## src/rtl/mem_arbiter.sv

```systemverilog
// Two-port round-robin arbiter in front of a single-port, fixed-latency memory.
// Optional grant/conflict counters are compiled in when ARB_PERF_EN is defined.
module mem_arbiter #(
    parameter int AW      = 32,
    parameter int DW      = 32,
    parameter int MEM_LAT = 2
) (
    input  logic          clk,
    input  logic          reset,

    input  logic          p0_req,
    input  logic          p0_we,
    input  logic [AW-1:0] p0_addr,
    input  logic [DW-1:0] p0_wdata,
    output logic          p0_gnt,
    output logic          p0_done,
    output logic [DW-1:0] p0_rdata,

    input  logic          p1_req,
    input  logic          p1_we,
    input  logic [AW-1:0] p1_addr,
    input  logic [DW-1:0] p1_wdata,
    output logic          p1_gnt,
    output logic          p1_done,
    output logic [DW-1:0] p1_rdata,

    output logic          mem_en,
    output logic          mem_we,
    output logic [AW-1:0] mem_addr,
    output logic [DW-1:0] mem_wdata,
    input  logic [DW-1:0] mem_rdata,

`ifdef ARB_PERF_EN
    output logic [15:0]   p0_cnt,
    output logic [15:0]   p1_cnt,
    output logic [15:0]   conflict_cnt,
`endif
    output logic          busy
);

    localparam int CW = (MEM_LAT > 1) ? $clog2(MEM_LAT) : 1;

    typedef enum logic [1:0] {
        IDLE   = 2'd0,
        ACCESS = 2'd1,
        RESP   = 2'd2
    } state_t;

    state_t          state_q, state_d;
    logic [CW-1:0]   cnt_q, cnt_d;
    logic            last_grant_q, last_grant_d;
    logic            winner_q, winner_d;

    logic            p0_gnt_q, p0_gnt_d;
    logic            p1_gnt_q, p1_gnt_d;
    logic            p0_done_q, p0_done_d;
    logic            p1_done_q, p1_done_d;
    logic [DW-1:0]   p0_rdata_q, p0_rdata_d;
    logic [DW-1:0]   p1_rdata_q, p1_rdata_d;

    logic            mem_en_q, mem_en_d;
    logic            mem_we_q, mem_we_d;
    logic [AW-1:0]   mem_addr_q, mem_addr_d;
    logic [DW-1:0]   mem_wdata_q, mem_wdata_d;
    logic            busy_q, busy_d;

    logic            start;
    logic            sel;

    assign start = (state_q == IDLE) && (p0_req || p1_req);
    // On a conflict the port that did not win last time goes next.
    assign sel   = (p0_req && p1_req) ? ~last_grant_q : p1_req;

    always_comb begin
        // NOTE: every next-state value gets a default first so no latch is inferred.
        state_d      = state_q;
        cnt_d        = cnt_q;
        last_grant_d = last_grant_q;
        winner_d     = winner_q;
        p0_gnt_d     = 1'b0;
        p1_gnt_d     = 1'b0;
        p0_done_d    = 1'b0;
        p1_done_d    = 1'b0;
        p0_rdata_d   = p0_rdata_q;
        p1_rdata_d   = p1_rdata_q;
        mem_en_d     = mem_en_q;
        mem_we_d     = mem_we_q;
        mem_addr_d   = mem_addr_q;
        mem_wdata_d  = mem_wdata_q;

        unique case (state_q)
            IDLE: begin
                if (start) begin
                    state_d      = ACCESS;
                    cnt_d        = CW'(MEM_LAT - 1);
                    winner_d     = sel;
                    last_grant_d = sel;
                    p0_gnt_d     = ~sel;
                    p1_gnt_d     = sel;
                    mem_en_d     = 1'b1;
                    mem_we_d     = sel ? p1_we    : p0_we;
                    mem_addr_d   = sel ? p1_addr  : p0_addr;
                    mem_wdata_d  = sel ? p1_wdata : p0_wdata;
                end
            end
            ACCESS: begin
                if (cnt_q == '0) begin
                    state_d   = RESP;
                    mem_en_d  = 1'b0;
                    mem_we_d  = 1'b0;
                    p0_done_d = ~winner_q;
                    p1_done_d = winner_q;
                    if (!mem_we_q) begin
                        if (winner_q) p1_rdata_d = mem_rdata;
                        else          p0_rdata_d = mem_rdata;
                    end
                end else begin
                    cnt_d = cnt_q - 1'b1;
                end
            end
            RESP:    state_d = IDLE;
            default: state_d = IDLE;
        endcase

        busy_d = (state_d != IDLE);
    end

    // NOTE: sequential state uses non-blocking assignments only.
    always_ff @(posedge clk) begin
        if (!reset) begin
            state_q      <= IDLE;
            cnt_q        <= '0;
            last_grant_q <= 1'b1;
            winner_q     <= 1'b0;
            p0_gnt_q     <= 1'b0;
            p1_gnt_q     <= 1'b0;
            p0_done_q    <= 1'b0;
            p1_done_q    <= 1'b0;
            p0_rdata_q   <= '0;
            p1_rdata_q   <= '0;
            mem_en_q     <= 1'b0;
            mem_we_q     <= 1'b0;
            mem_addr_q   <= '0;
            mem_wdata_q  <= '0;
            busy_q       <= 1'b0;
        end else begin
            state_q      <= state_d;
            cnt_q        <= cnt_d;
            last_grant_q <= last_grant_d;
            winner_q     <= winner_d;
            p0_gnt_q     <= p0_gnt_d;
            p1_gnt_q     <= p1_gnt_d;
            p0_done_q    <= p0_done_d;
            p1_done_q    <= p1_done_d;
            p0_rdata_q   <= p0_rdata_d;
            p1_rdata_q   <= p1_rdata_d;
            mem_en_q     <= mem_en_d;
            mem_we_q     <= mem_we_d;
            mem_addr_q   <= mem_addr_d;
            mem_wdata_q  <= mem_wdata_d;
            busy_q       <= busy_d;
        end
    end

    assign p0_gnt    = p0_gnt_q;
    assign p1_gnt    = p1_gnt_q;
    assign p0_done   = p0_done_q;
    assign p1_done   = p1_done_q;
    assign p0_rdata  = p0_rdata_q;
    assign p1_rdata  = p1_rdata_q;
    assign mem_en    = mem_en_q;
    assign mem_we    = mem_we_q;
    assign mem_addr  = mem_addr_q;
    assign mem_wdata = mem_wdata_q;
    assign busy      = busy_q;

`ifdef ARB_PERF_EN
    logic        conflict;
    logic [15:0] p0_cnt_q, p1_cnt_q, conflict_cnt_q;

    assign conflict = (state_q == IDLE) && p0_req && p1_req;

    // Counters stick at all-ones rather than wrapping.
    always_ff @(posedge clk) begin
        if (!reset) begin
            p0_cnt_q       <= '0;
            p1_cnt_q       <= '0;
            conflict_cnt_q <= '0;
        end else begin
            if (start && !sel && p0_cnt_q != 16'hFFFF)
                p0_cnt_q <= p0_cnt_q + 16'd1;
            if (start && sel && p1_cnt_q != 16'hFFFF)
                p1_cnt_q <= p1_cnt_q + 16'd1;
            if (conflict && conflict_cnt_q != 16'hFFFF)
                conflict_cnt_q <= conflict_cnt_q + 16'd1;
        end
    end

    assign p0_cnt       = p0_cnt_q;
    assign p1_cnt       = p1_cnt_q;
    assign conflict_cnt = conflict_cnt_q;
`endif

endmodule

```

## config.mk

```make
export PLATFORM = sky130hd
export DESIGN_NAME = mem_arbiter
export DESIGN_NICKNAME = d
export VERILOG_FILES = /design/src/rtl/mem_arbiter.sv
export SDC_FILE = /design/constraint.sdc
export NUM_CORES = 1
export LEC_CHECK = 0
export ABC_AREA = 1
export CORE_MARGIN = 2
export CORE_UTILIZATION = 46
export DETAILED_ROUTE_END_ITERATION = 10
export PLACE_DENSITY = 0.87
export SYNTH_ARGS = -nofsm -noshare
export SYNTH_HDL_FRONTEND = slang
export SYNTH_SLANG_ARGS = --single-unit
```

## constraint.sdc

```tcl
create_clock -name clk -period 3 [get_ports clk]
set_input_delay 0.45 -clock clk [delete_from_list [all_inputs] [get_ports clk]]
set_output_delay 0.45 -clock clk [all_outputs]
set_load 0.02 [all_outputs]
```

==> flow_summary_export.csv <==
group,metric,value,unit
run_status,status,"completed",
synth,synth.top_cells.by_count,"332 x sky130_fd_sc_hd__nor2_1, 271 x sky130_fd_sc_hd__nand2_1, 166 x sky130_fd_sc_hd__inv_1",
clock_network,ctsRootBufferMaster,"sky130_fd_sc_hd__clkbuf_16",
cells_and_area,register_area,2800,µm²
setup_path,cp.arrival,2270,ps
routing,post-route-drc-count,0,
floorplan,placementRows,44,
grt,antenna_found_initial,0,
floorplan,effective_utilization_at_floorplan,0.471,
clock_network,cts_max_path_buffers,2,
floorplan,core_area,14600,µm²
placed_design,placement.io_buffers,300,
floorplan,die_height,126,µm
cells_and_area,layout-area-overhead-vs-synth,53.5,%
synth,post-synth-top-count-cell,"sky130_fd_sc_hd__nor2_1",
cells_and_area,final_cells,1587,
setup_path,worstSetupPathType,"input port to flop",
synth,synth_seq_cells,140,
clock_network,post_cts_buffers,0,
floorplan,floorplan.die_area,15900,µm²
routing,routed_wirelength,21.8,mm
power,power_per_cell_area,589,nW/µm²
sta,timing_worst_slew_pin_value,710,ps
cells_and_area,area_of_the_multi_input_gates,3100,µm²
job,maxCapViolations,0,
synth,synthesis.nets,1299,
routing,remaining_antenna_violation_count,0,
clock_network,cts.clk_slew.worst_paths,60,ps
floorplan,io_pins,301,
clock_network,tritoncts_num_sinks,140,
sta,final_critical_path_setup_slack,1040,ps
grt,first_global_vias,7262,
synth,syn-mean-instance-area,6.06,µm²
setup_path,cp-end-kind,"flop",
synth,synth_ff_type,"sky130_fd_sc_hd__dfxtp_1",
routing,route.vias.total,7726,
synth,netlist-cell-type-count,17,
synth,netlist_area,6870,µm²
power,irDropWorstVdd,0.409,mV
cells_and_area,layout.filler_cells,1187,
min_path,worstHoldPathType,"flop to flop",
sta,worst_slew_margin_rel,0.527,
placed_design,detailed_place_hpwl,15.1,mm
clock_network,cts_inserted_buffers,17,
synth,yosys-top-cells-area,"sky130_fd_sc_hd__dfxtp_1 41%, sky130_fd_sc_hd__nor2_1 18%, sky130_fd_sc_hd__nand2_1 15%, sky130_fd_sc_hd__inv_1 9.1%, sky130_fd_sc_hd__nand4_1 5.8%",
routing,detailroute.wirelength.met3,2.21,mm
sta,fin_worst_skew,6.65,ps
routing,wire_per_inst,13.7,µm
cells_and_area,antennaDiodeCount,0,
placed_design,dp_cell_count,1555,
routing,number_of_violations_reported_at_the_end_of_detailed_routing_iteration_0,443,
placed_design,gp_routability_congestion,0.877,
clock_network,cts_tree,"done",
grt,grt_pass1_wl,34.7,mm
sta,finalHoldViolations,0,
setup_path,path_max_fanout,38,
grt,grt_overflow_total,0,
cells_and_area,post_route_cells_drive_above_1_share,0.0406,
floorplan,fp.dieW,126,µm
sta,tns,0,ps
routing,wl_met1,8.27,mm
clock_network,cts.hold.buffers_added,0,
sta,timing.fmax,509,MHz
setup_path,critPathRequiredTime,3300,ps
routing,dr.pass1.iters,6,
synth,number_of_enable_flip_flop_cells_after_synthesis,0,
clock_network,htreeDepth,4,
sta,period_share,0.655,
synth,post-synth-top-area-cell,"sky130_fd_sc_hd__dfxtp_1",
power,power.leakage,4.97,nW
routing,met2_length,10.5,mm
clock_network,clk_latency,420,ps
grt,total_track_usage,0.269,
grt,grt_start_max_net_pins,67,
synth,synth_top_area_share,0.408,
sta,finalWorstPathRequiredPeriod,1970,ps
synth,synthesis.yosys.warnings,0,
synth,ys_seq_area_frac,0.408,
cells_and_area,finalNetCount,1556,
routing,detail_routed_via_count_per_cell,4.87,
sta,report.final.setup_viol,0,
cells_and_area,final_core_utilization,0.723,
sta,setup_repair_after_global_routing_missed_its_margin,"no",
sta,timing.final.max_slew_violations,0,
synth,async_reset_ff_frac,0,
placed_design,post-place-ws,724,ps
clock_network,cts.repair.resized,0,
routing,dr.max_layer_used,"met4",
setup_path,startpoint_type,"input port",
synth,synth_cells,1133,
[layer usage]
layer	up-vias	global-route usage
met4	0	0.111
met5	-	0
li1	3899	-
met3	57	0.0960
met2	362	0.473
met1	3408	0.295
[through the flow]
step / hold slack [ps] / power [W] / area (µm²)
CTS: 475 / 0.00624 / 10500
finish: 468 / 0.00621 / 10500
global route: 491 / 0.00652 / 10500
detailed placement: 466 / 0.00407 / 9930
global placement: 456 / 0.00404 / 9930
floorplan: 468 / 0.00325 / 6870
[final timing paths]
| check | cells after the start | slack, ps | end | startpoint |
|---|---|---|---|---|
| setup / recovery | 7 | 1040 | mem_addr[4] | p0_req |
| hold / removal | 2 | 470 | mem_en | mem_en |
| setup reg to reg | 6 | 1240 | p1_rdata[0] | state_q[0] |
| hold reg to reg | 2 | 470 | mem_en | mem_en |
[layout make-up]
type | instances | area share
Multi-Input combinational cell | 745 | 0.294
Clock inverter | 6 | 0.0102
Inverter | 171 | 0.0609
Clock buffer | 26 | 0.0474
Sequential cell | 140 | 0.266
Tap cell | 184 | 0.0218
Timing Repair Buffer | 315 | 0.300
[worst max-delay path, stage by stage]
cell                              delay (ps)
sky130_fd_sc_hd__clkdlybuf4s50_1         670
sky130_fd_sc_hd__nor2_1                  130
sky130_fd_sc_hd__nor2_4                  450
sky130_fd_sc_hd__buf_12                  270
sky130_fd_sc_hd__nand2_1                  70
sky130_fd_sc_hd__nor2_1                  160
sky130_fd_sc_hd__nor2_1                   60
[layout by cell type, fill, tap and decap left out]
master and instances:
sky130_fd_sc_hd__nor2_1 328, sky130_fd_sc_hd__clkdlybuf4s50_1 298, sky130_fd_sc_hd__nand2_1 269, sky130_fd_sc_hd__inv_1 166
sky130_fd_sc_hd__dfxtp_1 140, sky130_fd_sc_hd__nand3_1 70, sky130_fd_sc_hd__nand4_1 64, sky130_fd_sc_hd__clkbuf_16 17
sky130_fd_sc_hd__buf_4 12, sky130_fd_sc_hd__inv_2 5, sky130_fd_sc_hd__clkbuf_1 5, sky130_fd_sc_hd__clkbuf_8 4
sky130_fd_sc_hd__buf_12 4, sky130_fd_sc_hd__nor2_4 3, sky130_fd_sc_hd__a21oi_1 3, sky130_fd_sc_hd__bufinv_16 3
sky130_fd_sc_hd__nor2_2 2, sky130_fd_sc_hd__nand2_2 2, sky130_fd_sc_hd__clkinv_2 2, sky130_fd_sc_hd__a21oi_4 1
sky130_fd_sc_hd__nor3_1 1, sky130_fd_sc_hd__a21boi_0 1, sky130_fd_sc_hd__o31ai_1 1, sky130_fd_sc_hd__clkinvlp_4 1
sky130_fd_sc_hd__buf_2 1
[registers in the layout, indices dropped and copies added (netlist names), 2 cells and up]
name	flops
state_q	2
p0_rdata	32
mem_wdata	32
mem_addr	32
p1_rdata	32
[where the power goes]
| part | internal, W | total [W] | switching [W] |
|---|---|---|---|
| clock | 0.00139 | 0.00217 | 0.000775 |
| combinational | 0.000811 | 0.00186 | 0.00105 |
| sequential | 0.00207 | 0.00219 | 0.000116 |
[cell families (layout without fill, tap and decap cells)]
kind of cell | count (synthesis) | in the layout | share of synthesized area
buffers and inverters | 248 | 518 | 0.146
AO/OA/AOI/OAI | 6 | 6 | 0.00565
AND/OR/NAND/NOR | 739 | 739 | 0.440
flip-flops | 140 | 140 | 0.408
No activity file was read; power rests on OpenSTA's default activity.
